File: config.mk
export PLATFORM = sky130hd
export DESIGN_NAME = rv_bus_arbiter
export DESIGN_NICKNAME = d
export VERILOG_FILES = /design/src/rtl/rv_bus_pkg.sv /design/src/rtl/rv_bus_watchdog.sv /design/src/rtl/rv_bus_arbiter.sv
export SDC_FILE = /design/constraint.sdc
export NUM_CORES = 1
export LEC_CHECK = 0
export CAP_MARGIN = 25
export CELL_PAD_IN_SITES_DETAIL_PLACEMENT = 1
export CELL_PAD_IN_SITES_GLOBAL_PLACEMENT = 2
export CORE_ASPECT_RATIO = 0.6
export CORE_UTILIZATION = 23
export CTS_CLUSTER_DIAMETER = 120
export DETAILED_ROUTE_END_ITERATION = 8
export PLACE_DENSITY_LB_ADDON = 0.08
export SETUP_SLACK_MARGIN = 0.5
export SLEW_MARGIN = 30
export SYNTH_ARGS = -nofsm -noshare
export SYNTH_HDL_FRONTEND = slang
export SYNTH_SLANG_ARGS = --single-unit
File: constraint.sdc
create_clock -name i_clk -period 5.3 [get_ports i_clk]
set_input_delay 1.06 -clock i_clk [delete_from_list [all_inputs] [get_ports i_clk]]
set_output_delay 1.06 -clock i_clk [all_outputs]
set_load 0.03 [all_outputs]
File: src/rtl/rv_bus_pkg.sv
// Shared types and constants for the instruction/data bus arbiter.
package rv_bus_pkg;

    typedef enum logic [1:0] {
        ARB_IDLE   = 2'd0,
        ARB_GNT_IF = 2'd1,
        ARB_GNT_D  = 2'd2
    } arb_state_t;

    // One latched single-beat bus request.
    typedef struct packed {
        logic [31:0] adr;
        logic [31:0] dat;
        logic [3:0]  sel;
        logic        we;
    } wb_req_t;

    localparam logic [3:0] WB_SEL_ALL = 4'hF;

    // Fetch is always a full-word read.
    function automatic wb_req_t fetch_req(input logic [31:0] adr);
        wb_req_t r;
        r.adr = adr;
        r.dat = 32'h0;
        r.sel = WB_SEL_ALL;
        r.we  = 1'b0;
        return r;
    endfunction

endpackage

File: src/rtl/rv_bus_watchdog.sv
// Cycle counter that flags a bus transaction left without response for
// TIMEOUT_CYCLES cycles. TIMEOUT_CYCLES = 0 disables it.
module rv_bus_watchdog #(
    parameter int TIMEOUT_CYCLES = 255
) (
    input  logic i_clk,
    input  logic i_reset_n,
    input  logic clr,
    input  logic en,
    output logic timeout
);

    localparam int W = (TIMEOUT_CYCLES > 0) ? $clog2(TIMEOUT_CYCLES + 1) : 1;
    localparam logic [W-1:0] LIMIT = W'(TIMEOUT_CYCLES);

    logic [W-1:0] cnt;

    // Count waiting cycles; stop at the limit so the value never wraps.
    always_ff @(posedge i_clk or negedge i_reset_n) begin
        if (!i_reset_n) begin
            cnt <= '0;
        end else if (clr) begin
            cnt <= '0;
        end else if (en && (cnt != LIMIT)) begin
            cnt <= cnt + W'(1);
        end
    end

    assign timeout = (TIMEOUT_CYCLES != 0) && (cnt == LIMIT);

endmodule

File: src/rtl/rv_bus_arbiter.sv
// Two-port (fetch / load-store) arbiter onto one single-beat Wishbone bus.
//
// Handshake: a requester raises *_cyc with its request fields and holds them
// until it sees its ack or err pulse. The arbiter owns the bus from grant
// until the slave acks or errs (or the watchdog fires); ack/err are passed
// back combinationally in that same cycle, and the next owner is chosen in
// that same cycle so back-to-back transfers have no idle bubble.
module rv_bus_arbiter
    import rv_bus_pkg::*;
#(
    parameter int DATA_PRIORITY  = 1,
    parameter int STARVE_LIMIT   = 4,
    parameter int TIMEOUT_CYCLES = 255
) (
    input  logic        i_clk,
    input  logic        i_reset_n,
    input  logic        i_if_cyc,
    input  logic [31:0] i_if_addr,
    output logic        o_if_ack,
    output logic [31:0] o_if_data,
    output logic        o_if_err,
    input  logic        i_d_cyc,
    input  logic        i_d_we,
    input  logic [3:0]  i_d_sel,
    input  logic [31:0] i_d_addr,
    input  logic [31:0] i_d_wdata,
    output logic        o_d_ack,
    output logic [31:0] o_d_rdata,
    output logic        o_d_err,
    output logic        o_wb_cyc,
    output logic        o_wb_stb,
    output logic        o_wb_we,
    output logic [3:0]  o_wb_sel,
    output logic [31:0] o_wb_adr,
    output logic [31:0] o_wb_dat,
    input  logic        i_wb_ack,
    input  logic        i_wb_err,
    input  logic [31:0] i_wb_dat,
    output logic [1:0]  o_dbg_state
);

    localparam logic [3:0] STARVE_LIM = 4'(STARVE_LIMIT);

    arb_state_t state;
    wb_req_t    req_q;
    logic [3:0] starve_cnt;
    logic       if_abandon;

    logic       busy;
    logic       wd_timeout;
    logic       err_hit;
    logic       ack_hit;
    logic       done;
    logic       arb_en;
    logic       any_req;
    logic       prio_req;
    logic       other_req;
    logic       pick_other;
    logic       grant_d;
    logic [3:0] starve_next;
    wb_req_t    next_req;

    assign busy    = (state != ARB_IDLE);
    assign err_hit = i_wb_err || wd_timeout;
    assign ack_hit = i_wb_ack && !err_hit;
    assign done    = busy && (i_wb_ack || err_hit);
    assign arb_en  = !busy || done;
    assign any_req = i_if_cyc || i_d_cyc;

    rv_bus_watchdog #(
        .TIMEOUT_CYCLES(TIMEOUT_CYCLES)
    ) u_watchdog (
        .i_clk    (i_clk),
        .i_reset_n(i_reset_n),
        .clr      (!busy || done),
        .en       (busy && !i_wb_ack && !i_wb_err),
        .timeout  (wd_timeout)
    );

    // Pick the next owner: priority port unless the waiting port is starved.
    always_comb begin
        prio_req    = (DATA_PRIORITY != 0) ? i_d_cyc : i_if_cyc;
        other_req   = (DATA_PRIORITY != 0) ? i_if_cyc : i_d_cyc;
        pick_other  = other_req && (!prio_req || (starve_cnt >= STARVE_LIM));
        grant_d     = (DATA_PRIORITY != 0) ? !pick_other : pick_other;
        starve_next = (prio_req && other_req && !pick_other) ? starve_cnt + 4'd1 : 4'd0;
        if (grant_d) begin
            next_req = '{adr: i_d_addr, dat: i_d_wdata, sel: i_d_sel, we: i_d_we};
        end else begin
            next_req = fetch_req(i_if_addr);
        end
    end

    // Grant FSM with request latch, starvation counter and abandon flag.
    always_ff @(posedge i_clk or negedge i_reset_n) begin
        if (!i_reset_n) begin
            state      <= ARB_IDLE;
            req_q      <= '0;
            starve_cnt <= 4'd0;
            if_abandon <= 1'b0;
        end else begin
            if (done) begin
                if_abandon <= 1'b0;
            end else if ((state == ARB_GNT_IF) && !i_if_cyc) begin
                if_abandon <= 1'b1;
            end
            if (arb_en) begin
                if (any_req) begin
                    state      <= grant_d ? ARB_GNT_D : ARB_GNT_IF;
                    req_q      <= next_req;
                    starve_cnt <= starve_next;
                end else begin
                    state <= ARB_IDLE;
                end
            end
        end
    end

    // Bus side is driven only while a grant is held.
    assign o_wb_cyc = busy;
    assign o_wb_stb = busy;
    assign o_wb_we  = busy && req_q.we;
    assign o_wb_sel = busy ? req_q.sel : 4'h0;
    assign o_wb_adr = busy ? req_q.adr : 32'h0;
    assign o_wb_dat = busy ? req_q.dat : 32'h0;

    // Route completion to the owner; an abandoned fetch gets nothing.
    assign o_if_ack  = (state == ARB_GNT_IF) && ack_hit && !if_abandon;
    assign o_if_err  = (state == ARB_GNT_IF) && err_hit && !if_abandon;
    assign o_if_data = o_if_ack ? i_wb_dat : 32'h0;
    assign o_d_ack   = (state == ARB_GNT_D) && ack_hit;
    assign o_d_err   = (state == ARB_GNT_D) && err_hit;
    assign o_d_rdata = o_d_ack ? i_wb_dat : 32'h0;

    assign o_dbg_state = state;

endmodule

# ---- Word-level counts from Yosys, hierarchy flattened
# Cells that the tools add are included.
dict set report word_totals {
  latchBits 0
  regBits 84
  inputBits 139
  output_inout_bits 141
  n_memories 0
  romBits 0
  mem_bits_rw 0
}
dict set report op_classes {
  n_shift 0
  mul 0
  n_eq_ne 4
  order_cmp 1
  bitwise_logic 0
  reduce_logical 33
  n_addsub 2
  n_mux 13
  div_mod_pow 0
}
# operator count
set ops {}
lappend ops {{$mux 32} 4}
lappend ops {{$mux 69} 1}
lappend ops {{$logic_and 1x1->1} 16}
lappend ops {{$mux 8} 2}
lappend ops {{$add 8x1->8 const B} 1}
lappend ops {{$eq 8x8->1 const B} 1}
lappend ops {{$logic_not 1->1} 8}
lappend ops {{$mux 4} 2}
lappend ops {{$ne 8x8->1 const B} 1}
lappend ops {{$reduce_bool 2->1} 3}
lappend ops {{$logic_or 1x1->1} 5}
lappend ops {{$add 4x1->4 const B} 1}
lappend ops {{$ge 4x3->1 const B} 1}
lappend ops {{$mux 2} 2}
lappend ops {{$eq 2x1->1 const B} 1}
lappend ops {{$eq 2x2->1 const B} 1}
lappend ops {{$mux 1} 2}
lappend ops {{$reduce_and 2->1} 1}

# ---- Longest topological paths before layout
# Gate-level depths: netlist of run 1.
dict set report logic_depth {
  depth_word 7
  mapped_depth 7
}

# ---- Hierarchy
# A second synthesis of run 1 with hierarchy kept.
dict set report unflattened {
  cells_unflattened 581
  hier_area_um2 5298.8
}
# mod cells_each n_inst area_per_inst_um2
set modules_own_cells {}
lappend modules_own_cells {rv_bus_arbiter 534 1 4824.6}
lappend modules_own_cells {rv_bus_watchdog 47 1 474.2}

# ---- Worst setup path before layout of run 1
# OpenSTA, ideal clock, no wires.
dict set report synth_path {
  path_type {input -> output}
  startpoint {input port i_wb_err}
  endpoint {output port o_d_rdata[22]}
  path_slack_ps 2126
  arrival_time_ps 2114
  path_buffers 1
  cell_stages 4
  cell_sequence {a21oi_1 and4b_1 buf_2 and2_1}
}
dict set report synth_between {
  elab_chain_len 5
}
# element line
set synth_lines {}
lappend synth_lines {{start: declaration} rv_bus_arbiter.sv:37} ;# input logic i_wb_err,
lappend synth_lines {{$logic_or 1x1->1} rv_bus_arbiter.sv:64} ;# assign err_hit = i_wb_err || wd_timeout;
lappend synth_lines {{$logic_not 1->1} rv_bus_arbiter.sv:65} ;# assign ack_hit = i_wb_ack && !err_hit;
lappend synth_lines {{$logic_and 1x1->1} rv_bus_arbiter.sv:65}
lappend synth_lines {{$logic_and 1x1->1} rv_bus_arbiter.sv:131} ;# assign o_d_ack = (state == ARB_GNT_D) && ack_hit;
lappend synth_lines {{named net o_d_ack} rv_bus_arbiter.sv:27} ;# output logic o_d_ack,
lappend synth_lines {{$mux 32} rv_bus_arbiter.sv:133} ;# assign o_d_rdata = o_d_ack ? i_wb_dat : 32'h0;
lappend synth_lines {{end: declaration} rv_bus_arbiter.sv:28} ;# output logic [31:0] o_d_rdata,
# The timed path passes the listed nets, and every way through them passes these cells.

# ---- Final worst setup path of run 1
dict set report layout_path {
  startpoint {input port i_wb_err}
  endpoint {output port o_if_data[11]}
}
dict set report layout_between {
  elab_chain_len 6
}
# element line
set layout_lines {}
lappend layout_lines {{$logic_or 1x1->1} rv_bus_arbiter.sv:64}
lappend layout_lines {{$logic_not 1->1} rv_bus_arbiter.sv:65}
lappend layout_lines {{$logic_and 1x1->1} rv_bus_arbiter.sv:65}
lappend layout_lines {{$logic_and 1x1->1 (2 in a row)} rv_bus_arbiter.sv:128} ;# assign o_if_ack = (state == ARB_GNT_IF) && ack_hit && !if_abandon;
lappend layout_lines {{$mux 32} rv_bus_arbiter.sv:130} ;# assign o_if_data = o_if_ack ? i_wb_dat : 32'h0;
lappend layout_lines {{end: declaration} rv_bus_arbiter.sv:20} ;# output logic [31:0] o_if_data,
# Every way passes these cells.

==> results of run 1 <==
[critical path, stage by stage]
cell and delay [ps]:
clkdlybuf4s50_1 520, a21oi_1 290, and3_1 200, buf_4 270, and2_1 190, clkdlybuf4s50_1 690
[layout by cell type (no fill, tap or decap), types with 2 or more instances in the layout]
master             n
clkbuf_1           2
clkdlybuf4s50_1  278
mux2i_1           32
bufinv_16          2
buf_4             11
nand2_1           38
o21ai_2           50
xor2_1             4
nor2_1            13
ha_1               2
xnor2_1            2
nand3_1            3
o21ai_1           10
and3_1             2
buf_16             3
nand2b_1           2
o21ai_0           82
dfrtp_1           84
and2_1           135
clkbuf_16          9
[worst paths after layout]
kind,slack [ps],endpoint,depth (start not counted)
worst min register to register,490,u_watchdog.cnt[0],1
worst max register to register,2650,req_q[32],8
worst max-delay path,1020,o_if_data[11],6
max in group asynchronous,3550,req_q[23],2
worst min-delay path,490,u_watchdog.cnt[0],1
min in group asynchronous,710,req_q[35],1
[layout make-up]
| cell class | count | area (sq um) |
|---|---|---|
| Multi-Input combinational cell | 394 | 2580 |
| Fill cell | 2393 | 12900 |
| Tap cell | 279 | 349 |
| Timing Repair Buffer | 292 | 2950 |
| Clock inverter | 5 | 85.1 |
| Clock buffer | 11 | 233 |
| Sequential cell | 84 | 2100 |
| Inverter | 1 | 6.26 |
[flip-flops by register name (all words and copies together) (netlist names)]
name,cells
u_watchdog.cnt,8
o_dbg_state,2
req_q,69
if_abandon,1
starve_cnt,4
[cell usage after synthesis (all sizes together), types with 2 or more instances]
master / instances
dfrtp: 84
dlymetal6s2s: 2
and3: 3
xor2: 4
nand2b: 2
and2: 136
ha: 2
nand3: 3
xnor2: 2
nor3b: 2
clkbuf: 27
and4: 2
nor2: 14
mux2i: 32
buf: 14
a22o: 2
o21ai: 143
nand2: 38
[per-layer routing]
metal  up-vias  GRT usage  part of all wire
li1       2277          -                 -
met1      2294      0.186              0.42
met2       140      0.273              0.50
met3        11     0.0529             0.079
met4         0     0.0289            0.0085
met5         -          0                 0
[metrics by stage]
stage	instance area, sq um	utilization
2_1_floorplan	5010	-
3_3_place_gp	7910	0.373
3_5_place_dp	7990	0.377
4_1_cts	8310	0.392
5_1_grt	8310	0.392
6_report	8310	0.392
[power breakdown]
group / internal [mW] / switching (mW) / leakage [nW] / total, mW
combinational: 0.349 / 0.414 / 2.14 / 0.763
clock: 0.416 / 0.273 / 0.150 / 0.689
sequential: 0.713 / 0.0317 / 1.05 / 0.745
[kinds of logic (layout without fill, tap and decap cells)]
kind of cell / count (synthesis) / count (layout) / synth area share
xor gates and xnor gates: 6 / 6 / 0.0105
DFF: 84 / 84 / 0.420
adders and majority gates: 2 / 2 / 0.00500
buffers and inverters: 45 / 309 / 0.0670
AOI/OAI and AO/OA: 149 / 149 / 0.199
and+or+nand+nor: 204 / 204 / 0.233
muxes: 33 / 33 / 0.0662
==> impl_metrics.csv, run 1 <==
group,metric,value,unit
status,status,"complete, but fails checks",
status,violations,"design-rule violations",
synthesis,seq_area_frac_synth,0.420,
place,placed_cells,1050,
worst_setup_path,startpoint_type,"input port",
cells_and_area,area_delta_synth_final,65.9,%
route,dr.pass1.iters,6,
place,place_congestion,0.713,
worst_setup_path,arrival,3220,ps
clock_network,cts_resized,0,
place,dp_hpwl,12.9,mm
global_routing,grt_overflow,0,
worst_setup_path,timing.rr.start,"u_watchdog.cnt[0]",
clock_network,cts_setup_buffers,0,
sta,clock_skew,14.4,ps
worst_setup_path,crit_required,4240,ps
sta,fin_ws,1020,ps
cells_and_area,fin_cells,1066,
worst_setup_path,cp-end-kind,"primary output",
route,routedWlPerCell,16.7,microns
clock_network,cts_root_buf,"clkbuf_16",
synthesis,synth_top_area_frac,0.420,
synthesis,ys.flop_type,"dfrtp_1",
synthesis,synth_area_leader_cell,"dfrtp_1",
clock_network,htree_levels,3,
sta,rsz0062_at_grt,"false",
worst_hold_path,min-delay-start,"u_watchdog.cnt[0]",
route,vias,4722,
die,dieArea,0.0224,sq mm
clock_network,hold_buffers,0,
cells_and_area,antenna_cells,0,
worst_setup_path,setup.worst_path.start,"i_wb_err",
clock_network,cts_tree,"built",
sta,whs,489,ps
synthesis,synth.area.top_cells,"dfrtp_1 (42%), and2_1 (17%), o21ai_2 (8.7%)",
clock_network,clk_latency,340,ps
synthesis,netlist_instances,523,
clock_network,cts_buffers,9,
die,row_count,41,
run,maxCapViolCount,0,
power,leakagePower,3.34,nW
route,via_per_inst,4.43,
place,dp_slack,988,ps
route,postRouteAntennaNets,0,
sta,max_slew_margin,0.490,
global_routing,grt_pass1_vias,5010,
die,die_h,116,microns
synthesis,synth_area_per_cell,9.57,sq um
worst_setup_path,crit_type,"in -> out",
synthesis,syn_area,0.00501,sq mm
power,power.density,265,mW/mm^2
sta,report.final.slew_viol_count,0,
sta,timing.final.crit_share,0.808,
worst_hold_path,hold_class,"reg -> reg",
global_routing,grt_max_degree,73,
clock_network,cts.sinks,84,
synthesis,yosys_warnings,0,
power,total_power,2.20,mW
place,numPortBuffers,279,
sta,period_needed,4280,ps
sta,final-hold-violation-count,0,
synthesis,synth_edf_count,0,
cells_and_area,drive_above_1_share,0.114,
sta,fmax,0.233,GHz
clock_network,cts.path.max_buffers,2,
cells_and_area,layout.nets,923,
route,drc,27,
power,ir_drop,0.150,mV
route,initialDrtViolationCount,178,
route,routed_wl,17.8,mm
global_routing,grt_pass1_wl,27.0,mm
die,die_w,192,microns
synthesis,ys_types,43,
sta,tns,0,ps
die,io_pins,280,
synthesis,synth_seq_cells,84,
synthesis,synthArstFlopShare,1.00,
synthesis,syn-num-nets,664,
sta,setup_viol,0,
sta,tightestPinTransition,763,ps
worst_setup_path,critPathMaxFanout,33,
die,fp.coreArea,0.0212,sq mm
global_routing,antenna_found_initial,0,
clock_network,clk_pin_slew,60,ps
global_routing,track_usage,0.155,
die,start_util,0.236,
(Power assumes the default switching activity.)
==> inputs of run 2 (changes only) <==
--- a/config.mk
+++ b/config.mk
@@ -9,7 +9,7 @@
 export CELL_PAD_IN_SITES_DETAIL_PLACEMENT = 1
 export CELL_PAD_IN_SITES_GLOBAL_PLACEMENT = 2
 export CORE_ASPECT_RATIO = 0.6
-export CORE_UTILIZATION = 23
+export CORE_UTILIZATION = 22
 export CTS_CLUSTER_DIAMETER = 120
 export DETAILED_ROUTE_END_ITERATION = 8
 export PLACE_DENSITY_LB_ADDON = 0.08
==> constraint.sdc (replaced) <==
create_clock -name i_clk -period 4.45 [get_ports i_clk]
set_input_delay 0.89 -clock i_clk [delete_from_list [all_inputs] [get_ports i_clk]]
set_output_delay 0.89 -clock i_clk [all_outputs]
set_load 0.03 [all_outputs]
==> impl_metrics.csv, run 2 (synthesis results as in run 1) <==
group,metric,value,unit
worst_setup_path,critPathTopFamily,"buffers and inverters",
cells_and_area,largest_reg_flops,69,
worst_setup_path,crit_type,"in -> out",
worst_setup_path,cp_slowest_cell,"clkdlybuf4s50_1",
power,p_int,1.63,mW
cells_and_area,drive_above_1_share,0.115,
power,power.density,298,mW/mm^2
worst_hold_path,hold_class,"reg -> reg",
route,routedWlPerCell,16.7,microns
die,row_count,42,
place,placed_cells,1081,
global_routing,grt_pass1_wl,28.8,mm
clock_network,cts_buffers,9,
global_routing,grt_pass1_vias,5009,
power,ir_drop,0.163,mV
sta,final-hold-violation-count,0,
cells_and_area,area_delta_synth_final,65.4,%
route,routed_wl,18.4,mm
cells_and_area,multi_input_area,0.00259,sq mm
power,leakagePower,3.58,nW
worst_setup_path,startpoint_type,"input port",
worst_setup_path,path_cells,"clkdlybuf4s50_1 -> a21oi_2 -> and4b_1 -> buf_4 -> and2_1 -> clkdlybuf4s50_1",
die,die_h,119,microns
worst_setup_path,crit_required,3560,ps
worst_setup_path,arrival,2960,ps
global_routing,track_usage,0.159,
clock_network,cts.sinks,84,
power,p_seq_frac,0.361,
sta,report.final.slew_viol_count,0,
worst_setup_path,cp-end-kind,"primary output",
die,io_pins,280,
cells_and_area,regArea,0.00210,sq mm
sta,clock_skew,6.27,ps
sta,timing.final.crit_share,0.864,
route,postRouteAntennaNets,0,
route,dr.pass1.iters,4,
route,initialDrtViolationCount,216,
worst_setup_path,crit_buf_inv,3,
power,pwr-share-comb,0.367,
worst_setup_path,cp_slowest_stage_delay,670,ps
route,via_per_inst,4.32,
die,dieArea,0.0234,sq mm
worst_setup_path,cpMostUsedCell,"clkdlybuf4s50_1",
die,fp.coreArea,0.0222,sq mm
cells_and_area,mostFrequentLayoutCell,"clkdlybuf4s50_1",
clock_network,cts_tree,"built",
die,start_util,0.226,
global_routing,grt_max_degree,68,
sta,setup_viol,0,
cells_and_area,fin_cells,1097,
cells_and_area,top_register,"req_q",
clock_network,clk_latency,340,ps
clock_network,cts_root_buf,"clkbuf_16",
clock_network,hold_buffers,0,
place,numPortBuffers,279,
place,dp_hpwl,13.6,mm
clock_network,cts_setup_buffers,0,
cells_and_area,mostFrequentLayoutCells,"clkdlybuf4s50_1 (262), and2_1 (135), dfrtp_1 (84), o21ai_0 (82), o21ai_2 (50)",
sta,fmax,0.260,GHz
cells_and_area,fillers,2514,
global_routing,antenna_found_initial,0,
sta,tns,0,ps
worst_setup_path,critPathMaxFanout,33,
cells_and_area,layout.nets,925,
power,p_switching,831,uW
cells_and_area,top_regs,"req_q: 69 flops, u_watchdog.cnt: 8 flops, starve_cnt: 4 flops",
power,clock_power_share,0.272,
status,status,"completed",
sta,period_needed,3850,ps
clock_network,clk_pin_slew,60,ps
power,power.share.switching,0.337,
place,place_congestion,0.713,
route,drc,0,
route,vias,4744,
clock_network,htree_levels,3,
sta,rsz0062_at_grt,"false",
run,maxCapViolCount,0,
global_routing,grt_overflow,0,
sta,max_slew_margin,0.523,
die,die_w,197,microns
clock_network,cts.path.max_buffers,2,
sta,tightestPinTransition,714,ps
[run 2: cell types whose count changed in the layout (fill, tap and decap cells not counted), sizes merged]
cell and delta:
clkbuf +1, bufinv -2, dlymetal6s2s +15, diode +1, clkinv +2, buf +2
clkdlybuf4s50 -16, dlygate4sd2 +1, clkinvlp -1, inv -1
[run 2: final timing paths]
| kind | cells after the start | start | slack (ps) | endpoint |
|---|---|---|---|---|
| max reg2reg | 6 | u_watchdog.cnt[0] | 1960 | req_q[5] |
| max in group asynchronous | 2 | i_reset_n | 3150 | req_q[7] |
| min | 2 | req_q[2] | 500 | req_q[2] |
| min reg2reg | 2 | req_q[2] | 500 | req_q[2] |
| max | 6 | i_wb_err | 600 | o_d_rdata[26] |
| min in group asynchronous | 1 | i_reset_n | 570 | req_q[27] |
[run 2: power groups by stage]
stage	clock [mW]	sequential [mW]	combinational [mW]
finish	0.671	0.889	0.903
global placement	0	0.899	0.911
detailed placement	0	0.903	0.918
floorplan	0	0.892	0.507
global route	0.738	0.901	0.972
CTS	0.706	0.890	0.922
[run 2: area by class of cell]
| cell class | count | area share |
|---|---|---|
| tap | 308 | 0.0465 |
| clock inverter | 3 | 0.00181 |
| timing repair buffer | 294 | 0.356 |
| sequential | 84 | 0.254 |
| clock buffer | 12 | 0.0286 |
| antenna | 1 | 0.000302 |
| inverter | 1 | 0.000453 |
| multi-input combinational | 394 | 0.313 |
[run 2: worst reg2reg max path, stage by stage (launching register included)]
cell and delay (ps):
dfrtp_1 410, ha_1 260, and4_4 230, a2111o_4 530, o21ai_4 140, buf_4 540, o21ai_0 220
[run 2: routing by layer]
| metal | GRT usage | share of wire | vias to the layer above |
|---|---|---|---|
| met4 | 0.0281 | 0.0072 | 0 |
| met3 | 0.0558 | 0.074 | 12 |
| met2 | 0.256 | 0.47 | 135 |
| met1 | 0.206 | 0.45 | 2302 |
| met5 | 0 | 0 | - |
| li1 | - | - | 2295 |
[run 2: stage by stage]
step                total power, mW  setup WS [ps]  utilization  hold WS, ps  area [sq um]
floorplan                      1.40           1620            -          446          5010
global placement               1.81            566        0.360          469          7980
detailed placement             1.82            493        0.360          490          7980
CTS                            2.52            506        0.371          501          8230
global route                   2.61            504        0.373          520          8280
finish                         2.46            605        0.373          500          8280
[run 2: timing repair]
| action | 4_1_cts | 5_1_grt |
|---|---|---|
| resized for setup | 1 | 17 |
| pin swaps | 0 | 0 |
| setup endpoints to repair | 1 | 63 |
==> inputs of run 3 (changes only) <==
--- a/config.mk
+++ b/config.mk
@@ -6,15 +6,12 @@
 export NUM_CORES = 1
 export LEC_CHECK = 0
 export CAP_MARGIN = 25
-export CELL_PAD_IN_SITES_DETAIL_PLACEMENT = 1
-export CELL_PAD_IN_SITES_GLOBAL_PLACEMENT = 2
 export CORE_ASPECT_RATIO = 0.6
-export CORE_UTILIZATION = 22
+export CORE_UTILIZATION = 39
 export CTS_CLUSTER_DIAMETER = 120
 export DETAILED_ROUTE_END_ITERATION = 8
 export PLACE_DENSITY_LB_ADDON = 0.08
 export SETUP_SLACK_MARGIN = 0.5
-export SLEW_MARGIN = 30
 export SYNTH_ARGS = -nofsm -noshare
 export SYNTH_HDL_FRONTEND = slang
 export SYNTH_SLANG_ARGS = --single-unit
==> impl_metrics.csv, run 3 (synthesis results as in run 1) <==
group,metric,value,unit
place,place_congestion,0.801,
cells_and_area,mostFrequentLayoutCells,"clkdlybuf4s50_1 (266), and2_1 (135), dfrtp_1 (84), o21ai_0 (82), o21ai_2 (50)",
power,leakagePower,3.56,nW
global_routing,grt_pass1_wl,24.6,mm
clock_network,cts_buffers,9,
sta,timing.final.crit_share,0.867,
clock_network,clk_latency,340,ps
die,die_h,89.8,microns
worst_setup_path,crit_required,3560,ps
route,routedWlPerCell,16.2,microns
worst_setup_path,path_cells,"clkdlybuf4s50_1 -> a21oi_2 -> and4b_1 -> buf_4 -> and2_1 -> clkdlybuf4s50_1",
route,initialDrtViolationCount,194,
clock_network,cts.path.max_buffers,2,
route,via_per_inst,4.95,
cells_and_area,area_delta_synth_final,63.8,%
die,dieArea,0.0133,sq mm
place,dp_slack,517,ps
place,numPortBuffers,279,
worst_setup_path,crit_buf_inv,3,
die,row_count,31,
die,fp.coreArea,0.0123,sq mm
clock_network,clk_pin_slew,60,ps
sta,final-hold-violation-count,0,
worst_setup_path,critPathTopFamily,"buffers and inverters",
run,maxCapViolCount,0,
cells_and_area,antenna_cells,0,
global_routing,grt_overflow,0,
cells_and_area,top_register,"req_q",
die,die_w,148,microns
route,vias,4700,
global_routing,antenna_found_initial,0,
sta,max_slew_margin,0.418,
die,start_util,0.407,
worst_setup_path,startpoint_type,"input port",
route,postRouteAntennaNets,0,
route,dr.pass1.iters,4,
worst_setup_path,r2r_slack,1970,ps
sta,fmax,0.259,GHz
worst_hold_path,min-delay-start,"req_q[4]",
sta,fin_ws,591,ps
clock_network,hold_buffers,0,
worst_setup_path,timing.rr.start,"u_watchdog.cnt[0]",
worst_setup_path,reg2reg_to,"req_q[48]",
die,io_pins,280,
sta,clock_skew,8.71,ps
worst_setup_path,cp-end-kind,"primary output",
power,power.density,323,mW/mm^2
worst_setup_path,cp_slowest_stage_delay,670,ps
status,status,"completed",
cells_and_area,drive_above_1_share,0.115,
power,ir_drop,0.231,mV
global_routing,grt_max_degree,73,
worst_setup_path,cp_slowest_cell,"clkdlybuf4s50_1",
worst_hold_path,hold_depth,2,
power,total_power,2.65,mW
route,routed_wl,15.4,mm
sta,tns,0,ps
cells_and_area,layout.nets,921,
clock_network,htree_levels,3,
clock_network,cts_root_buf,"clkbuf_16",
cells_and_area,fin_cells,950,
worst_setup_path,cpMostUsedCell,"clkdlybuf4s50_1",
cells_and_area,top_regs,"req_q: 69 flops, u_watchdog.cnt: 8 flops, starve_cnt: 4 flops",
clock_network,cts_tree,"built",
sta,report.final.slew_viol_count,0,
cells_and_area,final_area,0.00820,sq mm
clock_network,cts.sinks,84,
worst_hold_path,hold_class,"reg -> reg",
global_routing,track_usage,0.237,
route,drc,0,
place,placed_cells,933,
global_routing,grt_pass1_vias,4675,
worst_hold_path,hold_path_end,"req_q[4]",
sta,period_needed,3860,ps
worst_setup_path,reg2reg_depth,6,
cells_and_area,largest_reg_flops,69,
worst_setup_path,crit_type,"in -> out",
cells_and_area,mostFrequentLayoutCell,"clkdlybuf4s50_1",
sta,tightestPinTransition,870,ps
place,place_area,0.00779,sq mm
sta,setup_viol,0,
place,dp_hpwl,11.4,mm
worst_setup_path,arrival,2970,ps
worst_setup_path,critPathMaxFanout,33,
sta,rsz0062_at_grt,"false",
## run 3: changes by cell type in the layout (fill, tap and decap cells not counted), moves of 3 or more
cell             before  now
bufinv_16             0    3
clkbuf_1              3    0
buf_4                14    9
dlymetal6s2s_1       15   12
clkdlybuf4s50_1     262  266
## run 3: worst reg2reg max path, cell delays in order (launching register included)
cell and delay, ps:
dfrtp_1 410, ha_1 250, and4_4 240, a2111o_4 540
o21ai_4 260, buf_4 510, o21ai_2 140
## run 3: what timing repair did
action	in CTS	in global routing
setup buffers	0	0
endpoints found under the setup margin	0	65
gates resized for setup	0	13
## run 3: power breakdown
part | leakage, nW | switching [mW] | internal [mW]
registers | 1.05 | 0.0391 | 0.850
logic | 2.34 | 0.483 | 0.414
clock network | 0.170 | 0.311 | 0.552
total | 3.56 | 0.833 | 1.82
## run 3: metrics by stage
step / hold WS (ps) / utilization
floorplan: 446 / -
global placement: 466 / 0.632
detailed placement: 476 / 0.634
CTS: 503 / 0.662
global route: 519 / 0.667
finish: 501 / 0.667
## run 3: layout make-up
| type | count | area [sq um] |
|---|---|---|
| Timing Repair Buffer | 290 | 2960 |
| Inverter | 1 | 3.75 |
| Fill cell | 985 | 4090 |
| Clock buffer | 9 | 225 |
| Clock inverter | 7 | 121 |
| Tap cell | 165 | 206 |
| Sequential cell | 84 | 2100 |
| Multi-Input combinational cell | 394 | 2590 |
## run 3: routing by layer
| layer | up-vias | share of wire | GRT usage |
|---|---|---|---|
| li1 | 2292 | - | - |
| met1 | 2251 | 0.45 | 0.315 |
| met2 | 144 | 0.47 | 0.380 |
| met3 | 13 | 0.067 | 0.0695 |
| met4 | 0 | 0.0084 | 0.0490 |
| met5 | - | 0 | 0 |
## run 3: worst max-delay path by stage
stage                     startpoint            end  slack, ps  depth (start not counted)
after floorplan             i_wb_err  o_d_rdata[22]       1620                          4
after detailed placement    i_wb_err  o_d_rdata[11]        520                          6
final                       i_wb_err  o_d_rdata[14]        590                          6
after CTS                   i_wb_err  o_d_rdata[11]        510                          6
after global placement      i_wb_err   o_d_rdata[4]        620                          6
after global routing        i_wb_err  o_d_rdata[15]        460                          6
==> RTL edit, RTL diff (flow settings as in run 1) <==
`TIMEOUT_CYCLES` is set to 255 in 2 places; all go to 510.
--- a/src/rtl/rv_bus_watchdog.sv
+++ b/src/rtl/rv_bus_watchdog.sv
@@ -3,3 +3,3 @@
 module rv_bus_watchdog #(
-    parameter int TIMEOUT_CYCLES = 255
+    parameter int TIMEOUT_CYCLES = 510
 ) (
--- a/src/rtl/rv_bus_arbiter.sv
+++ b/src/rtl/rv_bus_arbiter.sv
@@ -12,3 +12,3 @@
     parameter int STARVE_LIMIT   = 4,
-    parameter int TIMEOUT_CYCLES = 255
+    parameter int TIMEOUT_CYCLES = 510
 ) (
Formal check against the unedited RTL: no difference found for any inputs over 10 cycles, from zero or initial values and one cycle with i_reset_n low; that may be too few to reach the edited logic, so the function may still have changed.
==> RTL edit against run 1 <==
  * Power down 2.7%
  * Global-route usage increased by 2.0 points
  * Non-clock buffer count down 5
  * Synthesized area fell by 5.1%
  * Sequential cell count rose by 1
  * Routed wire length up 3.8%
  * Cell count is essentially flat
  * Worst setup slack got worse by 24 ps
  * Cell area decreased by 3.1%
  * Largest power group is now sequential cells
==> RTL edit: results (changes against run 1) <==
Static Leak 0.00321 uW (was 0.00334 uW); Routed WL 18,500 um (was 17,800 um); HP Start starve_cnt[3] (was u_watchdog.cnt[0]); Filler Cell Count 2,322 (was 2,393); outcome finished clean (was complete, but fails checks); largest registers req_q: 69 flops, u_watchdog.cnt: 9 flops, starve_cnt: 4 flops (was req_q: 69 flops, u_watchdog.cnt: 8 flops, starve_cnt: 4 flops); Reg-to-Reg End req_q[29] (was req_q[32]); Comb pwr share 0.333 (was 0.347); drt pass-1 iters 4 (was 6); peak supply drop 0.000154 V (was 0.000150 V); fin crit share 0.813 (was 0.808); post-synthesis xor/xnor area fraction 0.0129 (was 0.0105); setup slack at placement 960 ps (was 988 ps); post-synthesis mux area share 0.0674 (was 0.0662); vias per std cell 4.49 (was 4.43); post-DP HPWL 13,500 um (was 12,900 um); Vias 4,788 (was 4,722); Setup Skew 14.3 ps (was 14.4 ps); number of distinct library cells after synthesis 34 (was 43); met1 usage 0.217 (was 0.186); placed cell areas 0.00774 mm^2 (was 0.00799 mm^2); DRT met1 WL 8190 um (was 7430 um); Critical Path End o_if_data[24] (was o_if_data[11]); Synth area leaders dfrtp_1 45%, and2_1 18%, o21ai_0 14% (was dfrtp_1 42%, and2_1 17%, o21ai_2 8.7%); first-pass GRT wire length 28,600 um (was 27,000 um); adder-cell share of the synthesized area 0.00790 (was 0.00500); most frequent cells after synthesis 135 x and2_1, 133 x o21ai_0, 85 x dfrtp_1 (was 135 x and2_1, 84 x dfrtp_1, 82 x o21ai_0); Rel. slew slack 0.462 (was 0.490); Clock Power 673 uW (was 689 uW)
==> RTL edit: cell count changes in the layout (fill, tap and decap cells not counted), moves of 2 or more <==
cell / delta
buf_4: -2
o21ai_0: +51
nor2_1: +6
inv_6: +2
nand3_1: +3
clkbuf_1: -2
o21ai_2: -50
buf_16: -3
==> RTL edit: cell type report <==
type / instances / area [um^2] / area share
Tap cell: 273 / 342 / 0.0424
Clock inverter: 6 / 76.3 / 0.00948
Timing Repair Buffer: 287 / 2850 / 0.354
Sequential cell: 85 / 2130 / 0.264
Clock buffer: 10 / 239 / 0.0297
Multi-Input combinational cell: 404 / 2410 / 0.299
Inverter: 2 / 10.0 / 0.00124
==> RTL edit: cell families after synthesis <==
kind of cell	after synthesis
muxes	32
buffers and inverters	46
xor gates and xnor gates	7
DFF	85
and+or+nand+nor	213
adders and majority gates	3
AOI/OAI and AO/OA	149
